## src/rtl/seq_frame_tx_pkg.sv

```systemverilog
// Shared definitions for the serial sync-pattern framing: state encoding,
// preamble pattern and minimum idle gap, common to transmitter and receiver.
package seq_frame_tx_pkg;

  typedef enum logic [2:0] {
    S_IDLE  = 3'd0,
    S_PRE_A = 3'd1,
    S_PRE_B = 3'd2,
    S_PRE_C = 3'd3,
    S_DATA  = 3'd4,
    S_GAP   = 3'd5
  } state_t;

  localparam logic [2:0] PREAMBLE     = 3'b101;
  localparam int         PREAMBLE_LEN = 3;

  // Two idle zeros stop a payload ending in "1" or "10" from joining the next
  // preamble into a spurious "101".
  localparam int         GAP_MIN      = 2;

endpackage

```

## src/rtl/seq_frame_tx.sv

```systemverilog
// Serial frame transmitter: preamble 101, DATA_W payload bits MSB first, GAP zeros.
// One word per frame; in_ready only in IDLE, nothing is queued.
module seq_frame_tx
  import seq_frame_tx_pkg::*;
#(
  parameter int DATA_W = 8,
  parameter int GAP    = 2
) (
  input  logic              clk,
  input  logic              reset,
  input  logic              in_valid,
  input  logic [DATA_W-1:0] in_data,
  output logic              in_ready,
  output logic              out,
  output logic              busy,
  output logic              sync,
  output logic              done
);

  localparam int BCW = $clog2(DATA_W + 1);
  localparam int GCW = $clog2(GAP + 1);
  localparam logic [BCW-1:0] BIT_LAST = BCW'(DATA_W - 1);
  localparam logic [GCW-1:0] GAP_LAST = GCW'(GAP - 1);

  if (GAP < GAP_MIN) begin : g_bad_gap
    $error("seq_frame_tx: GAP must be at least GAP_MIN");
  end
  if (DATA_W < 1) begin : g_bad_width
    $error("seq_frame_tx: DATA_W must be at least 1");
  end

  state_t            r_state;
  logic [DATA_W-1:0] r_shreg;
  logic [BCW-1:0]    r_bcnt;
  logic [GCW-1:0]    r_gcnt;
  logic              r_out;
  logic              r_busy;
  logic              r_sync;
  logic              r_done;

  state_t            w_state_nxt;
  logic [DATA_W-1:0] w_shreg_nxt;
  logic [BCW-1:0]    w_bcnt_nxt;
  logic [GCW-1:0]    w_gcnt_nxt;
  logic              w_out_nxt;
  logic              w_busy_nxt;
  logic              w_sync_nxt;
  logic              w_done_nxt;
  logic              w_accept;

  assign in_ready = (r_state == S_IDLE) && !reset;
  assign w_accept = in_valid && in_ready;

  always_comb begin
    w_state_nxt = r_state;
    w_shreg_nxt = r_shreg;
    w_bcnt_nxt  = r_bcnt;
    w_gcnt_nxt  = r_gcnt;
    case (r_state)
      S_IDLE: begin
        if (w_accept) begin
          w_state_nxt = S_PRE_A;
          w_shreg_nxt = in_data;
          w_bcnt_nxt  = '0;
          w_gcnt_nxt  = '0;
        end
      end
      S_PRE_A: w_state_nxt = S_PRE_B;
      S_PRE_B: w_state_nxt = S_PRE_C;
      S_PRE_C: begin
        w_state_nxt = S_DATA;
        w_bcnt_nxt  = '0;
      end
      S_DATA: begin
        w_shreg_nxt = r_shreg << 1;
        w_bcnt_nxt  = r_bcnt + 1'b1;
        if (r_bcnt == BIT_LAST) begin
          w_state_nxt = S_GAP;
          w_gcnt_nxt  = '0;
        end
      end
      S_GAP: begin
        w_gcnt_nxt = r_gcnt + 1'b1;
        if (r_gcnt == GAP_LAST) begin
          w_state_nxt = S_IDLE;
        end
      end
      default: w_state_nxt = S_IDLE;
    endcase
  end

  // Outputs are decoded from the next state so they land in the same cycle
  // as the state they describe.
  always_comb begin
    w_out_nxt = 1'b0;
    case (w_state_nxt)
      S_PRE_A: w_out_nxt = PREAMBLE[2];
      S_PRE_B: w_out_nxt = PREAMBLE[1];
      S_PRE_C: w_out_nxt = PREAMBLE[0];
      S_DATA:  w_out_nxt = w_shreg_nxt[DATA_W-1];
      default: w_out_nxt = 1'b0;
    endcase
    w_busy_nxt = (w_state_nxt != S_IDLE);
    w_sync_nxt = (w_state_nxt == S_PRE_C);
    w_done_nxt = (w_state_nxt == S_GAP) && (w_gcnt_nxt == GAP_LAST);
  end

  always_ff @(posedge clk) begin
    if (reset) begin
      r_state <= S_IDLE;
      r_shreg <= '0;
      r_bcnt  <= '0;
      r_gcnt  <= '0;
      r_out   <= 1'b0;
      r_busy  <= 1'b0;
      r_sync  <= 1'b0;
      r_done  <= 1'b0;
    end else begin
      r_state <= w_state_nxt;
      r_shreg <= w_shreg_nxt;
      r_bcnt  <= w_bcnt_nxt;
      r_gcnt  <= w_gcnt_nxt;
      r_out   <= w_out_nxt;
      r_busy  <= w_busy_nxt;
      r_sync  <= w_sync_nxt;
      r_done  <= w_done_nxt;
    end
  end

  assign out  = r_out;
  assign busy = r_busy;
  assign sync = r_sync;
  assign done = r_done;

endmodule

```

## config.mk

```make
export PLATFORM = sky130hd
export DESIGN_NAME = seq_frame_tx
export DESIGN_NICKNAME = d
export VERILOG_FILES = /design/src/rtl/seq_frame_tx_pkg.sv /design/src/rtl/seq_frame_tx.sv
export SDC_FILE = /design/constraint.sdc
export NUM_CORES = 1
export LEC_CHECK = 0
export CAP_MARGIN = 20
export CORE_MARGIN = 1.5
export CORE_UTILIZATION = 50
export DETAILED_ROUTE_END_ITERATION = 10
export GPL_ROUTABILITY_DRIVEN = 0
export PLACE_DENSITY = 0.8
export SLEW_MARGIN = 20
export SYNTH_ARGS = -nofsm -noshare
export SYNTH_HDL_FRONTEND = slang
export SYNTH_SLANG_ARGS = --single-unit
```

## constraint.sdc

```tcl
create_clock -name clk -period 1.7 [get_ports clk]
set_input_delay 0.255 -clock clk [delete_from_list [all_inputs] [get_ports clk]]
set_output_delay 0.255 -clock clk [all_outputs]
set_load 0.05 [all_outputs]
```

* After elaboration in Yosys (flattened, before gate mapping)
Index checks and enable logic that the tools add are counted. W data, S select, Z words.
Operators by class: mux-type cells 12, reductions and logical operators 11, equal/unequal tests 13, $add $sub $neg 2
Operators by type and width (count):
- $pmux W3 S6 | 1
- $pmux W8 S2 | 1
- $eq A3 B3 Y1 const B | 4
- $pmux W4 S3 | 1
- $eq A3 B2 Y1 const B | 3
- $mux W3 | 3
- $mux W8 | 1
- $eq A3 B1 Y1 const B | 2
- $pmux W2 S3 | 1
- $reduce_bool A3 Y1 | 2
- $add A4 B1 Y4 const B | 1
- $eq A2 B1 Y1 const B | 2
- $eq A4 B3 Y1 const B | 1
- $mux W2 | 2
- $mux W4 | 1
- $reduce_and A2 Y1 | 2
- $logic_and A1 B1 Y1 | 3
- $logic_not A3 Y1 | 1
- $add A2 B1 Y2 const B | 1
- $ne A2 B2 Y1 const B | 1
- $pmux W1 S2 | 1
- $reduce_bool A2 Y1 | 1
- $reduce_or A2 Y1 | 1
- $logic_not A1 Y1 | 1
Storage, ports and cells: output and inout port bits 5, register bits 21

* Longest topological paths before layout
Gate-level depths: netlist of run 1.
depth after elaboration 8, depth in mapped cells 7

* Least setup slack after synthesis of run 1
OpenSTA, ideal clock, no wires.
path type register to register, start reg r_state[1], end reg r_out (netlist: out), buffers on the path 1, path slack -0.395 ns, stages on the path, launching flop included 7, data required time 1.633 ns, period minus slack after synthesis 2.095 ns, data arrival time 2.028 ns, cells stage by stage dfxtp_1 > buf_6 > nor4_4 > nand2_1 > a32o_1 > or3_1 > o21ai_2
On the way: longest elaborated chain between the ends 8, elaborated cells between the ends (all ways) 19
Ends and longest elaborated chain:
- start, declared | RTL line seq_frame_tx.sv:32 | state_t r_state;
- start signal, assigned | RTL line seq_frame_tx.sv:119 | r_state <= w_state_nxt;
- $logic_not A3 Y1 (*) | RTL line seq_frame_tx.sv:51 | assign in_ready = (r_state == S_IDLE) && !reset;
- $logic_and A1 B1 Y1 (*) | RTL line seq_frame_tx.sv:51
- via in_ready | RTL line seq_frame_tx.sv:13 | output logic in_ready,
- $logic_and A1 B1 Y1 (*) | RTL line seq_frame_tx.sv:52 | assign w_accept = in_valid && in_ready;
- $mux W3 | RTL line seq_frame_tx.sv:61 | if (w_accept) begin
- $pmux W3 S6 | RTL line seq_frame_tx.sv:59 | case (r_state)
- $eq A3 B2 Y1 / $eq A3 B1 Y1 (equally long branches) | RTL line seq_frame_tx.sv:96 | case (w_state_nxt)
- $reduce_or A2 Y1 (no source line)
- $pmux W1 S2 (*) | RTL line seq_frame_tx.sv:96
- end signal, assigned | RTL line seq_frame_tx.sv:123 | r_out <= w_out_nxt;
- end, declared | RTL line seq_frame_tx.sv:36 | logic r_out;
Mark *: on every way through the listed nets, which the timed path passes. The rest lies on a longest branch. The select of a mux whose other input is x is not followed. A chain may end at the register's enable or synchronous reset.

* Worst setup path in the final report of run 1
start reg r_state[1], end out in_ready
On the way: longest elaborated chain between the ends 2
Ends and longest elaborated chain (RTL line):
- $logic_not A3 Y1 | seq_frame_tx.sv:51
- $logic_and A1 B1 Y1 | seq_frame_tx.sv:51
- end, declared | seq_frame_tx.sv:13
Every way passes these cells.

==> results.json, run 1 <==
{
  "yosysWarningCount": 0,
  "grt_pass1_vias": 778,
  "numCtsBuffers": 3,
  "cts_root_buf": "clkbuf_4",
  "htreeDepth": 1,
  "r2r_start": "r_state[1]$_SDFF_PP0_",
  "postCtsSetupBuffers": 0,
  "drc_errors": 0,
  "critPathMaxFanout": 7,
  "syn_area_per_cell_um2": 8.58,
  "crit_path_start_kind": "flop",
  "hold_class": "flop to flop",
  "rsz0062_at_grt": "false",
  "synthMuxAreaShare_pct": 0,
  "drt_iter0_drc": 18,
  "grt_use_total_pct": 21.2,
  "critPathLaunch": "r_state[1]$_SDFF_PP0_",
  "num_vias": 868,
  "design_power_total_w": 0.00102,
  "syn_to_final_growth_pct": 27.1,
  "post-synth-top-area-fraction_pct": 44.2,
  "ant_nets": 0,
  "antenna_found_initial": 0,
  "synth_xor_area_share_pct": 0,
  "dieArea_um2": 2180,
  "worst_hold_slack_ps": 473,
  "cts_tree": "done",
  "final_common_cell": "dfxtp_1",
  "synthSimpleGateAreaFrac_pct": 27.3,
  "syn_area_um2": 952,
  "min_delay_path_depth": 2,
  "clock_latency_ps": 310,
  "place_area_um2": 1170,
  "power.leakage_nw": 0.498,
  "via_per_inst": 5.53,
  "grt_overflow": 0,
  "arrival_ps": 1320,
  "fmax_mhz": 634,
  "nFillCells": 158,
  "cp-end-kind": "primary output",
  "reg2reg_depth": 7,
  "first_pass_iters": 4,
  "synth_top_family_by_area": "simple AND/OR/NAND/NOR gates",
  "routed_wirelength_mm": 2.02,
  "initial_core_util_pct": 54.0,
  "clock_skew_ps": 5.55,
  "regToRegEndpoint": "out$_SDFF_PP0_",
  "syn_nets": 124,
  "rows": 15,
  "drive_gt1_share_pct": 18.2,
  "port_buffers": 15,
  "path_clk_slew_ps": 120,
  "ios": 16,
  "status": "finished, final reports clean",
  "synthCells": 111,
  "worstMarginPinSlew_ps": 549,
  "crit_end": "in_ready",
  "synth-adder-area-share_pct": 2.63,
  "ys_types": 30,
  "clockBufferDepth": 2,
  "hpwl_mm": 1.41,
  "holdBufCountCts": 0,
  "yosys-top-cells-area": "dfxtp_1 44%, a21oi_1 6.3%, a22oi_1 5.5%",
  "cap_viol_max_count": 0,
  "setup_violations": 0,
  "cts_sinks": 21,
  "synth_seq_cells": 21,
  "worst_ir_drop_vdd_mv": 0.544,
  "die_height_um": 46.6,
  "final_cell_mix": "19 x dfxtp_1, 13 x nand2_1, 12 x a21oi_1",
  "die_width_um": 46.6,
  "yosysTopAreaCell": "dfxtp_1",
  "finalInstanceArea_um2": 1210,
  "max_slew_margin_pct": 63.3,
  "fin_nets": 146,
  "avgRoutedWirePerCell_um": 12.9,
  "critPathKind": "flop to primary output",
  "design.core.area_um2": 1760,
  "n_antenna_cell": 0,
  "hold_viol_final": 0,
  "grt_max_degree": 20,
  "power.density_nw_per_um2": 846,
  "period_minus_slack_ps": 1580,
  "crit_required_ps": 1440,
  "r2r_setup_slack_ps": 150,
  "synth_compound_area_share_pct": 20.2,
  "finalMaxSlewViolations": 0,
  "yosysSeqAreaShare_pct": 44.2,
  "grt_first_pass_wirelength_mm": 3.24,
  "fin_crit_sh_pct": 92.8
}
-- worst max-delay path: stages (launching register included) --
cell	delay, ps
dfxtp_1	390
buf_4	180
nor4_4	160
buf_4	170
buf_12	120
-- cells in the mapped netlist --
| cell | number |
|---|---|
| o22ai_1 | 1 |
| nand3b_1 | 2 |
| nand2_1 | 13 |
| and2b_1 | 2 |
| nand2b_1 | 2 |
| nor3_1 | 2 |
| and2_1 | 1 |
| o211ai_1 | 1 |
| dfxtp_1 | 21 |
| nor2_1 | 13 |
| buf_2 | 1 |
| o21ai_2 | 1 |
| nor4_4 | 1 |
| o21ai_0 | 6 |
| o22a_1 | 1 |
| nand3_1 | 2 |
| or2_2 | 1 |
| buf_6 | 3 |
| ha_1 | 2 |
| nor4_1 | 1 |
| clkbuf_1 | 2 |
| a22oi_1 | 7 |
| a32o_1 | 1 |
| o2bb2ai_1 | 1 |
| nor2b_1 | 4 |
| a21oi_1 | 12 |
| inv_1 | 2 |
| and3_1 | 1 |
| and4b_1 | 1 |
| or3_1 | 3 |
-- state kept, by name, indices dropped and copies added (netlist names) --
signal   cells
out          1
r_shreg      8
r_bcnt       4
r_gcnt       2
done         1
sync         1
busy         1
r_state      3
-- cell families (layout without fill, tap and decap cells) --
group,count (synthesis),in the layout
adders and majority gates,2,2
buffers and inverters,8,29
AOI/OAI and AO/OA,31,31
and+or+nand+nor,49,49
DFF,21,21
-- worst min path at each step --
stage | from | end | slack (ps)
after floorplan | in_data[0] | r_shreg[0]$_SDFFE_PP0P_ | 390
after global placement | r_shreg[4]$_SDFFE_PP0P_ | r_shreg[4]$_SDFFE_PP0P_ | 450
after detailed placement | r_shreg[5]$_SDFFE_PP0P_ | r_shreg[5]$_SDFFE_PP0P_ | 460
after CTS | r_shreg[1]$_SDFFE_PP0P_ | r_shreg[1]$_SDFFE_PP0P_ | 480
after global routing | in_data[0] | r_shreg[0]$_SDFFE_PP0P_ | 490
final | r_shreg[1]$_SDFFE_PP0P_ | r_shreg[1]$_SDFFE_PP0P_ | 470
-- where the power goes --
group	switching, W	internal, W	leakage (nW)	total [W]
logic	0.000125	0.000113	0.309	0.000238
registers	0.0000238	0.000520	0.172	0.000544
clock network	0.000154	0.0000879	0.0177	0.000242
total	0.000303	0.000721	0.498	0.00102
-- through the flow --
step                instances  utilization, %  TNS [ps]  setup WS [ps]
finish                    157            68.6         0            122
global route              157            68.6         0           19.9
CTS                       157            68.2         0           11.6
detailed placement        153            66.5     -1160           -125
global placement          153            66.5      -833           -107
floorplan                 111               -     -1100           -281
-- layer usage --
layer  up-vias  track usage [%]  routed length, um
li1        436                -                  -
met1       408             27.1                934
met2        17             34.2                952
met3         7             3.92                 82
met4         0             10.0                 54
met5         -                0                  0
-- area by class of cell --
type	instances	area (um^2)	share of cell area [%]
Clock inverter	1	5.00	0.414
Tap cell	25	31.3	2.59
Timing Repair Buffer	23	220	18.2
Multi-Input combinational cell	82	500	41.4
Sequential cell	21	423	35.0
Inverter	2	7.51	0.620
Clock buffer	3	22.5	1.86
-- timing repair --
action                                  in CTS  in global routing
endpoints found under the setup margin       4                  3
gates cloned                                 0                  0
resized for setup                            1                  3
No activity file was read; power rests on OpenSTA's default activity.
==> inputs of run 2 (changes only) <==
--- a/config.mk
+++ b/config.mk
@@ -11,6 +11,7 @@
 export DETAILED_ROUTE_END_ITERATION = 10
 export GPL_ROUTABILITY_DRIVEN = 0
 export PLACE_DENSITY = 0.8
+export RECOVER_POWER = 50
 export SLEW_MARGIN = 20
 export SYNTH_ARGS = -nofsm -noshare
 export SYNTH_HDL_FRONTEND = slang
==> results.json, run 2 (synthesis results as in run 1) <==
{
  "status": "finished, final reports clean",
  "die_height_um": 46.6,
  "fmax_mhz": 624,
  "crit_path_start_kind": "flop",
  "design_power_total_w": 0.00102,
  "cts_root_buf": "clkbuf_4",
  "n_antenna_cell": 0,
  "rsz0062_at_grt": "false",
  "ant_nets": 0,
  "cts_sinks": 21,
  "hold_viol_final": 0,
  "grt_max_degree": 20,
  "nFillCells": 166,
  "clockBufferDepth": 2,
  "grt_use_total_pct": 21.2,
  "clock_latency_ps": 310,
  "crit_cells": 4,
  "cp_slowest_stage_delay_ps": 400,
  "crit_required_ps": 1440,
  "htreeDepth": 1,
  "cp_top_family": "buffers and inverters",
  "critPathMostFrequentCell": "buf_4",
  "cap_viol_max_count": 0,
  "numCtsBuffers": 3,
  "routed_wirelength_mm": 2.04,
  "dieArea_um2": 2180,
  "tns_ps": 0,
  "reg2reg_depth": 7,
  "ios": 16,
  "period_minus_slack_ps": 1600,
  "reg_top3": "r_shreg (8), r_bcnt (4), r_state (3)",
  "final_cells": 157,
  "final_common_cell": "dfxtp_1",
  "grt_overflow": 0,
  "arrival_ps": 1350,
  "regMostFlops": "r_shreg",
  "largest_reg_flops": 8,
  "r2r_setup_slack_ps": 130,
  "fin_util_pct": 67.1,
  "port_buffers": 15,
  "regArea_um2": 423,
  "first_pass_iters": 4,
  "post-place-ws_ps": -125,
  "multi_input_area_um2": 499,
  "setup_violations": 0,
  "min_delay_path_depth": 2,
  "avgRoutedWirePerCell_um": 13.0,
  "cp-end-kind": "primary output",
  "max_slew_margin_pct": 60.0,
  "fin_crit_sh_pct": 94.2,
  "syn_to_final_growth_pct": 24.3,
  "critPathKind": "flop to primary output",
  "via_per_inst": 5.55,
  "hold_class": "flop to flop",
  "power.density_nw_per_um2": 859,
  "worstMarginPinSlew_ps": 603,
  "grt_first_pass_wirelength_mm": 3.24,
  "path_clk_slew_ps": 120,
  "hpwl_mm": 1.41,
  "dp.cells": 153,
  "grt_pass1_vias": 778,
  "design.core.area_um2": 1760,
  "drc_errors": 0,
  "final_cell_mix": "19 x dfxtp_1, 13 x nand2_1, 12 x a21oi_1",
  "worst_ir_drop_vdd_mv": 0.542,
  "num_vias": 871,
  "postCtsSetupBuffers": 0,
  "crit_slowest_cell": "dfxtp_1",
  "drt_iter0_drc": 25,
  "critPathMaxFanout": 7,
  "worst_slack_ps": 97.8,
  "clock_skew_ps": 6.55,
  "crit_chain": "buf_4, nor4_4, buf_4, buf_12",
  "die_width_um": 46.6,
  "finalMaxSlewViolations": 0,
  "power.leakage_nw": 0.449,
  "cts_tree": "done",
  "holdBufCountCts": 0,
  "drive_gt1_share_pct": 15.9,
  "cp_num_buf_inv": 3,
  "initial_core_util_pct": 54.0,
  "fin_nets": 146,
  "rows": 15,
  "antenna_found_initial": 0
}
-- run 2: cell count changes in the layout (fill, tap and decap cells not counted), sizes merged --
| cell | change |
|---|---|
| dlymetal6s2s | -2 |
| clkbuf | +4 |
| buf | -2 |
-- run 2: path summary, 6_finish.rpt --
path                                 from                 endpoint
hold reg to reg   r_shreg[1]$_SDFFE_PP0P_  r_shreg[1]$_SDFFE_PP0P_
setup reg to reg    r_state[1]$_SDFF_PP0_           out$_SDFF_PP0_
setup / recovery    r_state[1]$_SDFF_PP0_                 in_ready
hold / removal    r_shreg[1]$_SDFFE_PP0P_  r_shreg[1]$_SDFFE_PP0P_
-- run 2: power by group --
group	switching [W]	internal [W]	total, W
logic	0.000126	0.000103	0.000229
clock network	0.000155	0.0000881	0.000243
registers	0.0000242	0.000520	0.000544
-- run 2: repair_timing --
action / in CTS / in global routing
setup endpoints to repair: 4 / 3
gates resized for setup: 1 / 3
pin swaps: 0 / 0
-- run 2: metal layers --
| metal | up-vias | GRT usage (%) | routed length (um) |
|---|---|---|---|
| li1 | 438 | - | - |
| met1 | 408 | 27.1 | 928 |
| met2 | 20 | 34.2 | 973 |
| met3 | 5 | 3.92 | 103 |
| met4 | 0 | 10.0 | 39 |
| met5 | - | 0 | 0 |
-- run 2: area by class of cell --
type | count | area share (%)
Timing Repair Buffer | 23 | 16.5
Tap cell | 25 | 2.64
Clock buffer | 3 | 1.90
Sequential cell | 21 | 35.7
Multi-Input combinational cell | 82 | 42.2
Inverter | 2 | 0.634
Clock inverter | 1 | 0.423
-- run 2: per-stage QoR --
stage / instance area, um^2 / hold slack (ps)
3_5_place_dp: 1170 / 455
4_1_cts: 1200 / 478
3_3_place_gp: 1170 / 451
6_report: 1180 / 473
5_1_grt: 1180 / 491
2_1_floorplan: 973 / 391
-- run 2: worst min-delay path, cell delays in order (launching register included) --
cell and delay, ps:
dfxtp_1 330, nand2_1 60, a21oi_1 50
==> inputs of run 3 (changes only) <==
--- a/config.mk
+++ b/config.mk
@@ -7,10 +7,11 @@
 export LEC_CHECK = 0
 export CAP_MARGIN = 20
 export CORE_MARGIN = 1.5
-export CORE_UTILIZATION = 50
+export CORE_UTILIZATION = 40
+export CTS_CLUSTER_SIZE = 28
 export DETAILED_ROUTE_END_ITERATION = 10
 export GPL_ROUTABILITY_DRIVEN = 0
-export PLACE_DENSITY = 0.8
+export PLACE_DENSITY = 0.67
 export RECOVER_POWER = 50
 export SLEW_MARGIN = 20
 export SYNTH_ARGS = -nofsm -noshare
==> constraint.sdc (replaced) <==
create_clock -name clk -period 1.7 [get_ports clk]
set_input_delay 0.255 -clock clk [delete_from_list [all_inputs] [get_ports clk]]
set_output_delay 0.255 -clock clk [all_outputs]
set_load 0.1 [all_outputs]
==> results.json, run 3 (synthesis results as in run 1) <==
{
  "drc_errors": 0,
  "drive_gt1_share_pct": 18.2,
  "reg2reg_depth": 6,
  "die_width_um": 51.8,
  "worst_ir_drop_vdd_mv": 0.561,
  "seq_power_share_pct": 51.2,
  "design.core.area_um2": 2230,
  "syn_to_final_growth_pct": 25.1,
  "drt_iter0_drc": 16,
  "critPathMaxFanout": 11,
  "finalMaxSlewViolations": 0,
  "cp_slowest_stage_delay_ps": 450,
  "clock_skew_ps": 8.58,
  "n_antenna_cell": 0,
  "postCtsSetupBuffers": 0,
  "power.density_nw_per_um2": 887,
  "grt_max_degree": 20,
  "final_common_cell": "dfxtp_1",
  "cap_viol_max_count": 0,
  "finalInstanceArea_um2": 1190,
  "crit_chain": "nor4_4, buf_4, buf_12",
  "status": "finished, final reports clean",
  "worstMarginPinSlew_ps": 551,
  "internal-power_w": 0.000717,
  "grt_first_pass_wirelength_mm": 3.66,
  "grt_use_total_pct": 18.1,
  "grt_pass1_vias": 880,
  "r2r_setup_slack_ps": 130,
  "regMostFlops": "r_shreg",
  "ant_nets": 0,
  "path_clk_slew_ps": 110,
  "period_minus_slack_ps": 1620,
  "crit_required_ps": 1440,
  "hold_class": "flop to flop",
  "die_height_um": 51.8,
  "min_to": "r_shreg[5]$_SDFFE_PP0P_",
  "critPathKind": "flop to primary output",
  "num_vias": 848,
  "worstHoldStart": "r_shreg[5]$_SDFFE_PP0P_",
  "rsz0062_at_grt": "false",
  "crit_slowest_cell": "dfxtp_1",
  "holdBufCountCts": 0,
  "pwr-share-clk_pct": 22.3,
  "routed_wirelength_mm": 2.02,
  "min_delay_path_depth": 2,
  "numCtsBuffers": 3,
  "initial_core_util_pct": 42.6,
  "largest_reg_flops": 8,
  "cts_sinks": 21,
  "rows": 17,
  "grt_overflow": 0,
  "power.leakage_nw": 0.463,
  "place_area_um2": 1220,
  "hold_viol_final": 0,
  "r2r_start": "r_state[0]$_SDFF_PP0_",
  "cts_tree": "done",
  "fin_crit_sh_pct": 95.4,
  "nFillCells": 230,
  "cp_num_buf_inv": 2,
  "fin_nets": 146,
  "antenna_found_initial": 0,
  "regToRegEndpoint": "out$_SDFF_PP0_",
  "dieArea_um2": 2680,
  "tns_ps": 0,
  "fmax_mhz": 617,
  "clockBufferDepth": 2,
  "via_per_inst": 5.30,
  "first_pass_iters": 4,
  "crit_cells": 3,
  "setup_violations": 0,
  "crit_path_start_kind": "flop",
  "max_slew_margin_pct": 63.3,
  "cts_root_buf": "clkbuf_4",
  "p_switching_w": 0.000339,
  "p_sw_share_pct": 32.1,
  "arrival_ps": 1370,
  "cp-end-kind": "primary output",
  "port_buffers": 15,
  "htreeDepth": 1,
  "cp_top_family": "flip-flops",
  "power_frac_comb_pct": 26.5,
  "reg_top3": "r_shreg (8), r_bcnt (4), r_state (3)",
  "clock_latency_ps": 300,
  "avgRoutedWirePerCell_um": 12.6,
  "final_cell_mix": "20 x dfxtp_1, 13 x nand2_1, 12 x a21oi_1",
  "ios": 16,
  "hpwl_mm": 1.49
}
==> run 3: changes by cell type in the layout (fill, tap and decap cells not counted), sizes merged <==
cell	delta
clkbuf	+1
clkinv	-1
==> run 3: how the worst max path moves through the flow <==
stage / startpoint / to
3_5_place_dp: reset / out$_SDFF_PP0_
6_report: r_state[0]$_SDFF_PP0_ / in_ready
5_1_grt: r_state[0]$_SDFF_PP0_ / in_ready
4_1_cts: r_state[0]$_SDFF_PP0_ / in_ready
2_1_floorplan: r_state[2]$_SDFF_PP0_ / out$_SDFF_PP0_
3_3_place_gp: reset / out$_SDFF_PP0_
==> run 3: worst min-delay path, delay by kind of cell (launching register included) <==
| family | cells | cell delay, ps |
|---|---|---|
| flip-flops | 1 | 320 |
| AND/OR/NAND/NOR | 1 | 60 |
| AO/OA/AOI/OAI | 1 | 50 |
==> run 3: layout make-up <==
type | instances | area, um^2 | share of cell area [%]
Clock buffer | 4 | 26.3 | 2.21
Inverter | 2 | 7.51 | 0.630
Multi-Input combinational cell | 82 | 500 | 42.0
Sequential cell | 21 | 422 | 35.4
Tap cell | 28 | 35.0 | 2.94
Timing Repair Buffer | 23 | 200 | 16.8
==> run 3: what timing repair did <==
action	in CTS	in global routing
hold endpoints to repair	0	0
gates resized for setup	1	0
setup endpoints to repair	3	0
==> run 3: through the flow <==
step / hold WS, ps / setup WS (ps) / power [W] / util (%) / instances
global route: 489 / 2.60 / 0.00110 / 53.3 / 160
CTS: 470 / 64.4 / 0.00110 / 56.0 / 160
floorplan: 391 / -791 / 0.000747 / - / 111
finish: 470 / 78.4 / 0.00106 / 53.3 / 160
global placement: 451 / -102 / 0.000855 / 54.7 / 156
detailed placement: 453 / -167 / 0.000862 / 54.7 / 156
==> run 3: power by group through the flow <==
stage	Clock (W)	Combinational [W]	Sequential, W
after detailed placement	0	0.000305	0.000556
final	0.000236	0.000280	0.000541
after floorplan	0	0.000144	0.000602
after global routing	0.000257	0.000300	0.000545
after CTS	0.000244	0.000307	0.000546
after global placement	0	0.000300	0.000556
==> run 3: metal layers <==
layer  GRT usage, %  routed length, um  share of wire (%)
met1           21.5                943                 47
met2           32.1                990                 49
met4           7.02                 23                1.1
met5              0                  0                  0
met3           3.45                 63                3.1
